### config.mk
export PLATFORM = sky130hd
export DESIGN_NAME = enet_reg_axil_slave
export DESIGN_NICKNAME = d
export VERILOG_FILES = /design/src/rtl/enet_reg_axil_slave.sv
export SDC_FILE = /design/constraint.sdc
export NUM_CORES = 1
export LEC_CHECK = 0
export CAP_MARGIN = 15
export CORE_AREA = 5 5 168 170
export DETAILED_ROUTE_END_ITERATION = 16
export DIE_AREA = 0 0 173 175
export GPL_ROUTABILITY_DRIVEN = 1
export PLACE_DENSITY_LB_ADDON = 0.1
export SYNTH_ARGS = -nofsm -noshare
export SYNTH_HDL_FRONTEND = slang
export SYNTH_SLANG_ARGS = --single-unit
### constraint.sdc
create_clock -name clk -period 5.7 [get_ports clk]
set_input_delay 1.425 -clock clk [delete_from_list [all_inputs] [get_ports clk]]
set_output_delay 1.425 -clock clk [all_outputs]
set_load 0.02 [all_outputs]
### src/rtl/enet_reg_axil_slave.sv
// AXI4-Lite slave front-end of the ENET register block: decodes bus writes into
// one-cycle register write strobes and serves reads from the flattened register bus.
module enet_reg_axil_slave #(
    parameter int ADDR_W = 12,
    parameter int NREG   = 9
) (
    input  logic                 clk,
    input  logic                 enet_rst_n,
    input  logic                 s_awvalid,
    output logic                 s_awready,
    input  logic [ADDR_W-1:0]    s_awaddr,
    input  logic                 s_wvalid,
    output logic                 s_wready,
    input  logic [31:0]          s_wdata,
    input  logic [3:0]           s_wstrb,
    output logic                 s_bvalid,
    input  logic                 s_bready,
    output logic [1:0]           s_bresp,
    input  logic                 s_arvalid,
    output logic                 s_arready,
    input  logic [ADDR_W-1:0]    s_araddr,
    output logic                 s_rvalid,
    input  logic                 s_rready,
    output logic [31:0]          s_rdata,
    output logic [1:0]           s_rresp,
    output logic [NREG-1:0]      reg_wen,
    output logic                 write_success,
    output logic [31:0]          reg_wdata,
    input  logic [32*NREG-1:0]   reg_rdata
);

    typedef enum logic [2:0] {
        IDLE    = 3'd0,
        WR_ACC  = 3'd1,
        WR_RESP = 3'd2,
        RD_ACC  = 3'd3,
        RD_RESP = 3'd4
    } state_t;

    localparam logic [1:0] RESP_OKAY   = 2'b00;
    localparam logic [1:0] RESP_SLVERR = 2'b10;

    // Byte offsets of register indices 0..8 (EIR, EIMR, RDAR, TDAR, ECR, MMFR, MSCR, RCR, TCR).
    localparam logic [11:0] REG_OFFSET [0:8] = '{
        12'h004, 12'h008, 12'h010, 12'h014, 12'h024,
        12'h040, 12'h044, 12'h084, 12'h0C4
    };

    function automatic logic [NREG-1:0] decode_wen(input logic [ADDR_W-1:0] addr);
        logic [ADDR_W-1:0] word_addr;
        word_addr  = {addr[ADDR_W-1:2], 2'b00};
        decode_wen = '0;
        for (int i = 0; i < NREG; i++) begin
            if (word_addr == ADDR_W'(REG_OFFSET[i])) begin
                decode_wen[i] = 1'b1;
            end else begin
                decode_wen[i] = 1'b0;
            end
        end
    endfunction

    function automatic logic [31:0] select_rdata(input logic [NREG-1:0] hit,
                                                 input logic [32*NREG-1:0] bus);
        select_rdata = 32'h0000_0000;
        for (int i = 0; i < NREG; i++) begin
            if (hit[i]) begin
                select_rdata = bus[32*i +: 32];
            end else begin
                select_rdata = select_rdata;
            end
        end
    endfunction

    state_t            state_q, state_d;
    logic              awready_q, awready_d;
    logic              wready_q, wready_d;
    logic              bvalid_q, bvalid_d;
    logic [1:0]        bresp_q, bresp_d;
    logic              arready_q, arready_d;
    logic              rvalid_q, rvalid_d;
    logic [31:0]       rdata_q, rdata_d;
    logic [1:0]        rresp_q, rresp_d;
    logic [NREG-1:0]   reg_wen_q, reg_wen_d;
    logic              write_success_q, write_success_d;
    logic [31:0]       reg_wdata_q, reg_wdata_d;
    logic              wr_err_q, wr_err_d;
    logic [ADDR_W-1:0] araddr_q, araddr_d;

    logic [NREG-1:0]   aw_hit_s;
    logic [NREG-1:0]   ar_hit_s;

    assign aw_hit_s = decode_wen(s_awaddr);
    assign ar_hit_s = decode_wen(araddr_q);

    // Next-state and next-output computation; outputs are all registered below.
    always_comb begin
        state_d         = state_q;
        awready_d       = 1'b0;
        wready_d        = 1'b0;
        arready_d       = 1'b0;
        reg_wen_d       = '0;
        write_success_d = 1'b0;
        bvalid_d        = bvalid_q;
        bresp_d         = bresp_q;
        rvalid_d        = rvalid_q;
        rdata_d         = rdata_q;
        rresp_d         = rresp_q;
        reg_wdata_d     = reg_wdata_q;
        wr_err_d        = wr_err_q;
        araddr_d        = araddr_q;
        case (state_q)
            IDLE: begin
                // A write needs address and data together; it wins over a read.
                if (s_awvalid && s_wvalid) begin
                    state_d         = WR_ACC;
                    awready_d       = 1'b1;
                    wready_d        = 1'b1;
                    reg_wen_d       = aw_hit_s;
                    write_success_d = (s_wstrb == 4'hF) && (|aw_hit_s);
                    wr_err_d        = !((s_wstrb == 4'hF) && (|aw_hit_s));
                    reg_wdata_d     = s_wdata;
                end else if (s_arvalid) begin
                    state_d   = RD_ACC;
                    arready_d = 1'b1;
                    araddr_d  = s_araddr;
                end else begin
                    state_d = IDLE;
                end
            end
            WR_ACC: begin
                state_d  = WR_RESP;
                bvalid_d = 1'b1;
                bresp_d  = wr_err_q ? RESP_SLVERR : RESP_OKAY;
            end
            WR_RESP: begin
                if (s_bready) begin
                    state_d  = IDLE;
                    bvalid_d = 1'b0;
                    bresp_d  = RESP_OKAY;
                end else begin
                    state_d = WR_RESP;
                end
            end
            RD_ACC: begin
                state_d  = RD_RESP;
                rvalid_d = 1'b1;
                rdata_d  = select_rdata(ar_hit_s, reg_rdata);
                rresp_d  = (|ar_hit_s) ? RESP_OKAY : RESP_SLVERR;
            end
            RD_RESP: begin
                // Read data stays frozen until the master takes it.
                if (s_rready) begin
                    state_d  = IDLE;
                    rvalid_d = 1'b0;
                    rresp_d  = RESP_OKAY;
                end else begin
                    state_d = RD_RESP;
                end
            end
            default: begin
                state_d  = IDLE;
                bvalid_d = 1'b0;
                rvalid_d = 1'b0;
            end
        endcase
    end

    // State and output registers, cleared only by the bus reset.
    always_ff @(posedge clk or negedge enet_rst_n) begin
        if (!enet_rst_n) begin
            state_q         <= IDLE;
            awready_q       <= 1'b0;
            wready_q        <= 1'b0;
            bvalid_q        <= 1'b0;
            bresp_q         <= 2'b00;
            arready_q       <= 1'b0;
            rvalid_q        <= 1'b0;
            rdata_q         <= 32'h0000_0000;
            rresp_q         <= 2'b00;
            reg_wen_q       <= '0;
            write_success_q <= 1'b0;
            reg_wdata_q     <= 32'h0000_0000;
            wr_err_q        <= 1'b0;
            araddr_q        <= '0;
        end else begin
            state_q         <= state_d;
            awready_q       <= awready_d;
            wready_q        <= wready_d;
            bvalid_q        <= bvalid_d;
            bresp_q         <= bresp_d;
            arready_q       <= arready_d;
            rvalid_q        <= rvalid_d;
            rdata_q         <= rdata_d;
            rresp_q         <= rresp_d;
            reg_wen_q       <= reg_wen_d;
            write_success_q <= write_success_d;
            reg_wdata_q     <= reg_wdata_d;
            wr_err_q        <= wr_err_d;
            araddr_q        <= araddr_d;
        end
    end

    assign s_awready     = awready_q;
    assign s_wready      = wready_q;
    assign s_bvalid      = bvalid_q;
    assign s_bresp       = bresp_q;
    assign s_arready     = arready_q;
    assign s_rvalid      = rvalid_q;
    assign s_rdata       = rdata_q;
    assign s_rresp       = rresp_q;
    assign reg_wen       = reg_wen_q;
    assign write_success = write_success_q;
    assign reg_wdata     = reg_wdata_q;

endmodule
==> flow_metrics.env, run 1 <==
export IMPL_status="completed"
export IMPL_viasPerCell=4.99
export IMPL_synth_top_family_by_area="compound AO/OA/AOI/OAI gates"
export IMPL_placed_cell_area_um2=10900
export IMPL_mostFrequentLayoutCells="clkdlybuf4s50_1 (430), nand2_1 (161), dfrtp_1 (92), a21oi_1 (64), o21ai_0 (56)"
export IMPL_yosysSeqAreaShare_pct=37.0
export IMPL_n_antenna_cell=0
export IMPL_ctsResizeCount=0
export IMPL_max_freq_mhz=332
export IMPL_layoutNonFillerInstCount=1519
export IMPL_switchingPower_mw=1.90
export IMPL_portBuffers=431
export IMPL_synth_simple_area_share_pct=20.3
export IMPL_p_leak_nw=4.39
export IMPL_die_area_um2=30300
export IMPL_slew_violations=0
export IMPL_synth_async_reset_ratio_pct=100
export IMPL_ys_warn_count=0
export IMPL_ff2ff_setup_slack_ns=2.68
export IMPL_fin_crit_ns=3.02
export IMPL_grt_pass1_wl_um=49700
export IMPL_rsz0062_at_grt="false"
export IMPL_grt_overflow_total=0
export IMPL_worstSetupStartpointType="register"
export IMPL_first_pass_iters=4
export IMPL_path_clk_slew_ns=0.08
export IMPL_met3_length_um=3030
export IMPL_syn_area_per_cell_um2=8.03
export IMPL_cts_buffer_depth=2
export IMPL_fill_cells=2738
export IMPL_synth_edf_count=0
export IMPL_route_layer_met1_wl_um=14100
export IMPL_cts_buffers=9
export IMPL_tightest_slew_ns=1.18
export IMPL_wl_per_cell_um=22.1
export IMPL_cts_tree="done"
export IMPL_cts_root_buf="clkbuf_16"
export IMPL_cap_viol_max_count=0
export IMPL_antenna_found_initial=4
export IMPL_multi_input_area_um2=3650
export IMPL_fin_area_um2=11200
export IMPL_setup_violations_final=0
export IMPL_core_rowCount=60
export IMPL_finClkSkew_ns=0.00950
export IMPL_initial_core_util_pct=23.9
export IMPL_power_density_nw_per_um2=379
export IMPL_ios=438
export IMPL_drcViolationCount=0
export IMPL_grt_max_degree=61
export IMPL_slowest_delay_ns=1.15
export IMPL_synth_fa_ha_area_share_pct=0
export IMPL_period_share_pct=52.9
export IMPL_numClockSinks=94
export IMPL_top_layer_used="met5"
export IMPL_cts_hold_buffers_added=0
export IMPL_postSynthCellCount=791
export IMPL_final_common_cell="clkdlybuf4s50_1"
export IMPL_met2WireLength_um=15900
export IMPL_synth_area_um2=6350
export IMPL_totalWireLength_um=33600
export IMPL_cp_required_ns=5.98
export IMPL_seqCellArea_um2=2350
export IMPL_arrival_ns=3.30
export IMPL_fin_ws_ns=2.68
export IMPL_coreArea_um2=26600
export IMPL_ir_worst_vdd_v=0.000179
export IMPL_crit_end="s_rdata[22]"
export IMPL_hpwl_um=26100
export IMPL_cts_max_level=3
export IMPL_r2r_cells=5
export IMPL_post_cts_buffers=0
export IMPL_hold_viol_final=0
export IMPL_die_y_um=175
export IMPL_pre_cts_slack_ns=2.41
export IMPL_r2r_start="araddr_q[5]"
export IMPL_cp_end_kind="register"
export IMPL_ys_types=62
export IMPL_synth_xor_area_share_pct=0
export IMPL_synth_mux_area_share_pct=5.71
export IMPL_grt_pass1_vias=7671
export IMPL_dieWidth_um=173
export IMPL_gp_congestion=0.847
export IMPL_ant_nets=0
export IMPL_placed_cells=1502
export IMPL_first_iter_violations=492
export IMPL_syn2layout_area_growth_pct=76.5
export IMPL_clk_latency_ns=0.36
export IMPL_comb_power_share_pct=56.6
export IMPL_setup_tns_ns=0
export IMPL_switching_share_pct=44.8
export IMPL_grt_total_usage_pct=21.2
export IMPL_fin_nets=1528
export IMPL_worstHoldPathType="register to register"
export IMPL_p_int_mw=2.34
export IMPL_crit_fanout=18
export IMPL_layout_drive_gt1_share_pct=5.35
export IMPL_max_slew_margin_pct=21.1
export IMPL_ys_flop_type="dfrtp_1"
export IMPL_crit_start="araddr_q[5]"
export IMPL_pwr_share_seq_pct=28.4
export IMPL_r2r_end="s_rdata[22]"
export IMPL_synth_seq_cells=94
export IMPL_pwr_share_clk_pct=15.0
export IMPL_slowest_stage="a2111oi_2"
export IMPL_synth_compound_area_share_pct=30.7
export IMPL_worstSetupPathType="register to register"
export IMPL_crit_chain="nand2b_1 > a2111oi_2 > a221o_1 > a21oi_1 > o21ai_0"
export IMPL_vias=7585
-- registers in the layout (all words and copies together) (netlist names), 3 cells and up --
signal,count
state_q,3
araddr_q,10
reg_wen,9
s_rdata,32
reg_wdata,32
-- kinds of logic (layout without fill, tap and decap cells) --
family                 count (synthesis)  count (layout)
AOI/OAI and AO/OA                    291             291
and+or+nand+nor                      279             279
DFF                                   94              94
buffers and inverters                 90             476
muxes                                 36              36
other                                  1               2
-- worst max-delay path, delay by kind of cell (launching register included) --
family,cells,cell delay [ns]
AO/OA/AOI/OAI,4,1.68
flip-flops,1,0.74
AND/OR/NAND/NOR,1,0.52
-- worst min path at each step --
stage | from | to | slack, ns | cells after the start
detailed placement | reg_wdata[24] | reg_wdata[24] | 0.46 | 2
CTS | reg_wdata[7] | reg_wdata[7] | 0.48 | 2
global placement | reg_wdata[30] | reg_wdata[30] | 0.46 | 2
global route | reg_wdata[11] | reg_wdata[11] | 0.51 | 2
finish | reg_wdata[7] | reg_wdata[7] | 0.48 | 2
floorplan | wr_err_q | wr_err_q | 0.47 | 2
-- metrics by stage --
stage	power [mW]	hold slack (ns)	util, %
floorplan	2.50	0.467	-
global placement	3.62	0.456	41.0
detailed placement	3.63	0.461	41.0
CTS	4.29	0.482	42.2
global route	4.55	0.507	42.2
finish	4.25	0.476	42.2
-- power by group through the flow --
stage | sequential [mW] | clock, mW | combinational [mW]
2_1_floorplan | 1.37 | 0 | 1.13
3_3_place_gp | 1.21 | 0 | 2.41
3_5_place_dp | 1.22 | 0 | 2.41
4_1_cts | 1.21 | 0.663 | 2.42
5_1_grt | 1.25 | 0.691 | 2.60
6_report | 1.20 | 0.637 | 2.40
-- synth_stat cells (8+ instances only) --
| cell type | number | area share [%] |
|---|---|---|
| a21oi_1 | 64 | 5.0 |
| a221o_1 | 10 | 1.6 |
| a221oi_1 | 9 | 1.2 |
| a22o_1 | 9 | 1.2 |
| a22oi_1 | 21 | 2.5 |
| a31oi_1 | 20 | 2.0 |
| buf_1 | 9 | 0.53 |
| clkbuf_1 | 52 | 3.1 |
| dfrtp_1 | 94 | 37 |
| inv_1 | 11 | 0.65 |
| mux2i_1 | 34 | 5.4 |
| nand2_1 | 161 | 9.5 |
| nand3_1 | 9 | 0.71 |
| nor2_1 | 36 | 2.1 |
| nor3_1 | 26 | 2.0 |
| o21a_1 | 17 | 2.0 |
| o21ai_0 | 56 | 4.4 |
| o221a_2 | 10 | 1.8 |
| o22ai_1 | 31 | 3.1 |
| o31ai_1 | 11 | 1.3 |
| o41ai_1 | 8 | 1.1 |
-- final cells by class --
class	instances	share of cell area, %
Multi-Input combinational cell	608	32.5
Inverter	12	0.402
Timing Repair Buffer	448	39.6
Clock inverter	7	0.670
Tap cell	341	3.81
Sequential cell	94	21.0
Clock buffer	9	2.01
-- per-layer routing --
| metal | vias up | track usage [%] |
|---|---|---|
| met1 | 3540 | 26.4 |
| li1 | 3681 | - |
| met5 | - | 0 |
| met3 | 40 | 7.90 |
| met2 | 316 | 35.4 |
| met4 | 8 | 4.59 |
Power figures use the tool's default switching activity.
==> inputs of run 2 (changes only) <==
Settings changed: CORE_AREA 5 5 168 170 to 5 5 165 167, DIE_AREA 0 0 173 175 to 0 0 170 172.
Clock period 5.7 ns to 2.9 ns, I/O delays scaled along.
==> run 2 against run 1 <==
Sequential power grew 88%. Global-route usage is essentially flat. Critical path type unchanged. Utilization grew 2.2 points. Via count grew 1.5%. First-iteration DRC count shrank 8.5%. Design area grew 1.5%. Wire length shrank 2.4%. Critical path depth is the same. Combinational power grew 110%. Sequential share of layout area shrank 0.31 points. Power grew 99%. Largest power group unchanged. Die area shrank 3.4%.
==> flow_metrics.env, run 2 (synthesis gave the netlist of run 1 again) <==
export IMPL_status="completed"
export IMPL_r2r_cells=5
export IMPL_die_y_um=172
export IMPL_totalWireLength_um=32800
export IMPL_initial_core_util_pct=24.8
export IMPL_final_common_cell="clkdlybuf4s50_1"
export IMPL_ff2ff_setup_slack_ns=0.47
export IMPL_vias=7697
export IMPL_hpwl_um=26100
export IMPL_ant_nets=0
export IMPL_met2WireLength_um=15900
export IMPL_ios=438
export IMPL_core_rowCount=59
export IMPL_route_layer_met1_wl_um=13700
export IMPL_r2r_start="state_q[1]"
export IMPL_period_share_pct=83.8
export IMPL_crit_fanout=13
export IMPL_grt_max_degree=53
export IMPL_grt_total_usage_pct=21.3
export IMPL_cts_buffer_depth=2
export IMPL_worstHoldPathType="primary input to asynchronous set/reset pin"
export IMPL_grt_pass1_vias=7743
export IMPL_cp_end_kind="register"
export IMPL_met3_length_um=2840
export IMPL_pre_cts_slack_ns=0.392
export IMPL_dieWidth_um=170
export IMPL_path_clk_slew_ns=0.08
export IMPL_ir_worst_vdd_v=0.000431
export IMPL_tightest_slew_ns=1.04
export IMPL_setup_tns_ns=0
export IMPL_layout_drive_gt1_share_pct=7.08
export IMPL_cp_required_ns=3.19
export IMPL_hold_viol_final=0
export IMPL_cts_hold_buffers_added=0
export IMPL_grt_overflow_total=0
export IMPL_top_layer_used="met5"
export IMPL_drcViolationCount=0
export IMPL_portBuffers=431
export IMPL_fin_util_pct=44.4
export IMPL_p_leak_nw=4.50
export IMPL_post_cts_buffers=0
export IMPL_fin_ws_ns=0.469
export IMPL_first_pass_iters=5
export IMPL_arrival_ns=2.72
export IMPL_r2r_end="s_rdata[12]"
export IMPL_power_mw=8.45
export IMPL_fin_nets=1550
export IMPL_ctsResizeCount=0
export IMPL_cap_viol_max_count=0
export IMPL_worstSetupStartpointType="register"
export IMPL_gp_congestion=0.811
export IMPL_die_area_um2=29200
export IMPL_rsz0062_at_grt="false"
export IMPL_setup_violations_final=0
export IMPL_fin_crit_ns=2.43
export IMPL_numClockSinks=94
export IMPL_grt_pass1_wl_um=47800
export IMPL_cts_root_buf="clkbuf_16"
export IMPL_slew_violations=0
export IMPL_cts_tree="done"
export IMPL_first_iter_violations=450
export IMPL_finClkSkew_ns=0.00790
export IMPL_cts_max_level=3
export IMPL_power_density_nw_per_um2=743
export IMPL_max_slew_margin_pct=30.4
export IMPL_antenna_found_initial=3
export IMPL_coreArea_um2=25600
export IMPL_viasPerCell=5.01
export IMPL_clk_latency_ns=0.35
export IMPL_wl_per_cell_um=21.4
export IMPL_cts_buffers=9
export IMPL_syn2layout_area_growth_pct=79.1
export IMPL_worstSetupPathType="register to register"
export IMPL_max_freq_mhz=411
export IMPL_mostFrequentLayoutCells="clkdlybuf4s50_1 (430), nand2_1 (161), dfrtp_1 (92), a21oi_1 (64), o21ai_0 (56)"
-- run 2: cell count changes in the layout (fill, tap and decap cells not counted), sizes merged --
cell / before / now
diode: 0 / 1
buf: 18 / 40
-- run 2: power breakdown --
group / switching (mW) / internal [mW] / leakage [nW]
clock network: 0.626 / 0.614 / 0.145
registers: 0.400 / 1.85 / 1.20
logic: 2.70 / 2.27 / 3.15
total: 3.72 / 4.73 / 4.50
-- run 2: how the worst max path moves through the flow --
stage	slack, ns	cells past startpoint	start	endpoint
floorplan	0.74	7	araddr_q[9]	s_rdata[30]
global placement	0.43	6	s_awaddr[2]	wr_err_q
detailed placement	0.39	6	s_awaddr[2]	wr_err_q
CTS	0.45	5	state_q[1]	s_rdata[12]
global route	0.25	5	state_q[0]	s_rdata[13]
finish	0.47	5	state_q[1]	s_rdata[12]
-- run 2: routing by layer --
| layer | GRT usage (%) | vias up |
|---|---|---|
| li1 | - | 3726 |
| met1 | 27.3 | 3666 |
| met2 | 36.1 | 272 |
| met3 | 6.63 | 27 |
| met4 | 3.44 | 6 |
| met5 | 0 | - |
-- run 2: area by class of cell --
| class | count | area (um2) |
|---|---|---|
| Fill cell | 2575 | 14200 |
| Antenna cell | 1 | 2.50 |
| Sequential cell | 94 | 2350 |
| Multi-Input combinational cell | 608 | 3640 |
| Clock inverter | 7 | 75.1 |
| Timing Repair Buffer | 470 | 4620 |
| Inverter | 12 | 45.0 |
| Tap cell | 335 | 419 |
| Clock buffer | 9 | 225 |
-- run 2: per-stage QoR --
stage / hold WS, ns / instance area [um2] / std cells
6_report: 0.258 / 11400 / 1536
5_1_grt: 0.275 / 11400 / 1535
4_1_cts: 0.257 / 11400 / 1535
3_5_place_dp: 0.461 / 11100 / 1519
3_3_place_gp: 0.457 / 11100 / 1519
2_1_floorplan: 0.429 / 6350 / 792
-- run 2: critical path, cell delays in order (launching register included) --
cell,delay (ns)
dfrtp_1,0.59
nand3b_1,0.20
a31oi_1,0.80
o21ai_0,0.30
a311oi_1,0.32
a211o_1,0.16
==> inputs of run 3 (changes only) <==
Settings changed: CORE_AREA 5 5 165 167 to 5 5 167 169, DIE_AREA 0 0 170 172 to 0 0 172 174.
Clock period 2.9 ns to 2.2 ns, I/O delays scaled along.
==> run 3 against run 2 <==
Global-route usage fell by 0.48 points. Final cell count rose by 2.4%. Clock skew rose by 0.0035 ns. Critical path type unchanged. Largest cell class unchanged. Largest power group unchanged.
==> flow_metrics.env, run 3 (synthesis gave the netlist of run 1 again) <==
export IMPL_worstSetupPathType="register to register"
export IMPL_cts_buffers=9
export IMPL_ant_nets=0
export IMPL_cts_tree="done"
export IMPL_core_rowCount=60
export IMPL_met2_usage_pct=35.0
export IMPL_grt_total_usage_pct=20.8
export IMPL_portBuffers=431
export IMPL_worstSetupStartpointType="register"
export IMPL_initial_core_util_pct=24.0
export IMPL_fin_area_um2=11800
export IMPL_placed_cells=1549
export IMPL_max_slew_margin_pct=56.0
export IMPL_max_freq_mhz=467
export IMPL_layoutNonFillerInstCount=1573
export IMPL_syn2layout_area_growth_pct=85.8
export IMPL_fin_ws_ns=0.0603
export IMPL_period_share_pct=97.3
export IMPL_status="completed"
export IMPL_ios=438
export IMPL_cts_root_buf="clkbuf_16"
export IMPL_cp_required_ns=2.48
export IMPL_path_depth=8
export IMPL_totalWireLength_um=33000
export IMPL_worstHoldPathType="primary input to asynchronous set/reset pin"
export IMPL_viasPerCell=4.92
export IMPL_cts_hold_buffers_added=0
export IMPL_crit_chain="or4_4 > buf_6 > nor4b_4 > buf_4 > buf_4 > a221o_1 > a21oi_1 > o21ai_0"
export IMPL_busiest_layer="met2"
export IMPL_slowest_stage="or4_4"
export IMPL_coreArea_um2=26400
export IMPL_met3_usage_pct=6.41
export IMPL_hold_viol_final=0
export IMPL_r2r_cells=8
export IMPL_hpwl_um=26100
export IMPL_grt_max_degree=45
export IMPL_cts_buffer_depth=2
export IMPL_rsz0062_at_grt="true"
export IMPL_wl_per_cell_um=21.0
export IMPL_cts_max_level=3
export IMPL_grt_overflow_total=0
export IMPL_slowest_delay_ns=0.56
export IMPL_placed_cell_area_um2=11400
export IMPL_critPathBufInv=3
export IMPL_cap_viol_max_count=0
export IMPL_vias=7737
export IMPL_slew_violations=0
export IMPL_path_common_cell="buf_4"
export IMPL_drcViolationCount=0
export IMPL_p_leak_nw=4.69
export IMPL_clk_latency_ns=0.35
export IMPL_path_clk_slew_ns=0.08
export IMPL_crit_fanout=6
export IMPL_layout_drive_gt1_share_pct=10.1
export IMPL_hold_ws_ns=0.0215
export IMPL_first_pass_iters=4
export IMPL_numClockSinks=94
export IMPL_mostFrequentLayoutCells="clkdlybuf4s50_1 (430), nand2_1 (160), dfrtp_1 (91), a21oi_1 (62), buf_4 (53)"
export IMPL_ir_worst_vdd_v=0.000522
export IMPL_die_area_um2=29900
export IMPL_setup_violations_final=0
export IMPL_pre_cts_slack_ns=-0.0339
export IMPL_first_iter_violations=467
export IMPL_fin_crit_ns=2.14
export IMPL_setup_tns_ns=0
export IMPL_crit_family="simple AND/OR/NAND/NOR gates"
export IMPL_antenna_found_initial=8
export IMPL_cp_end_kind="register"
export IMPL_die_y_um=174
export IMPL_grt_pass1_wl_um=48100
export IMPL_dieWidth_um=172
export IMPL_final_common_cell="clkdlybuf4s50_1"
export IMPL_use_met1_pct=26.4
export IMPL_tightest_slew_ns=0.661
export IMPL_gp_congestion=0.842
export IMPL_arrival_ns=2.42
export IMPL_fin_nets=1577
export IMPL_power_density_nw_per_um2=974
export IMPL_finClkSkew_ns=0.0114
export IMPL_grt_pass1_vias=7800
run 3: cell types whose count changed in the layout (fill, tap and decap cells not counted), sizes merged:
| cell | before | now |
|---|---|---|
| buf | 40 | 67 |
| diode | 1 | 5 |
| clkinv | 3 | 2 |
| inv | 15 | 16 |
run 3: metal layers:
layer / part of all wire [%] / wire length, um / vias up
li1: - / - / 3792
met1: 42 / 13800 / 3640
met2: 48 / 15900 / 270
met3: 8.6 / 2830 / 29
met4: 1.1 / 361 / 6
met5: 0.097 / 32 / -
run 3: path summary, 6_finish.rpt:
| kind | from | end | slack [ns] |
|---|---|---|---|
| setup / recovery | araddr_q[8] | s_rdata[2] | 0.06 |
| hold / removal | enet_rst_n | reg_wen[8] | 0.02 |
| hold reg to reg | reg_wdata[19] | reg_wdata[19] | 0.47 |
| max in group asynchronous | enet_rst_n | s_rdata[5] | 1.67 |
| min in group clk | reg_wdata[19] | reg_wdata[19] | 0.47 |
| setup reg to reg | araddr_q[8] | s_rdata[2] | 0.06 |
run 3: where the power goes:
group	total (mW)	switching, mW	internal [mW]	leakage [nW]
logic	6.96	3.68	3.28	3.34
registers	2.95	0.509	2.44	1.20
clock network	1.59	0.795	0.796	0.141
total	11.5	4.98	6.51	4.69
run 3: per-stage QoR:
step | utilization (%) | total power [mW]
2_1_floorplan | - | 6.47
6_report | 44.7 | 11.5
3_3_place_gp | 43.1 | 9.80
4_1_cts | 44.2 | 11.5
3_5_place_dp | 43.1 | 9.82
5_1_grt | 44.7 | 12.3
run 3: worst reg2reg max path, cell delays in order, from the launching register on:
cell     delay [ns]
dfrtp_1        0.40
or4_4          0.56
buf_6          0.16
nor4b_4        0.22
buf_4          0.17
buf_4          0.14
a221o_1        0.18
a21oi_1        0.10
o21ai_0        0.14
run 3: repair_timing:
item,in CTS,in global routing
buffers inserted,0,2
gates cloned,0,1
pin swaps,0,6
setup endpoints to repair,2,24
resized for setup,1,29
run 3: layout make-up:
cell class / instances / area, um2
fillers: 2668 / 14600
diodes: 5 / 12.5
multi-input cells: 608 / 3730
inverters: 12 / 45.0
clock buffers: 9 / 225
repair buffers: 497 / 4950
well taps: 341 / 427
flip-flops and latches: 94 / 2360
clock inverters: 7 / 61.3
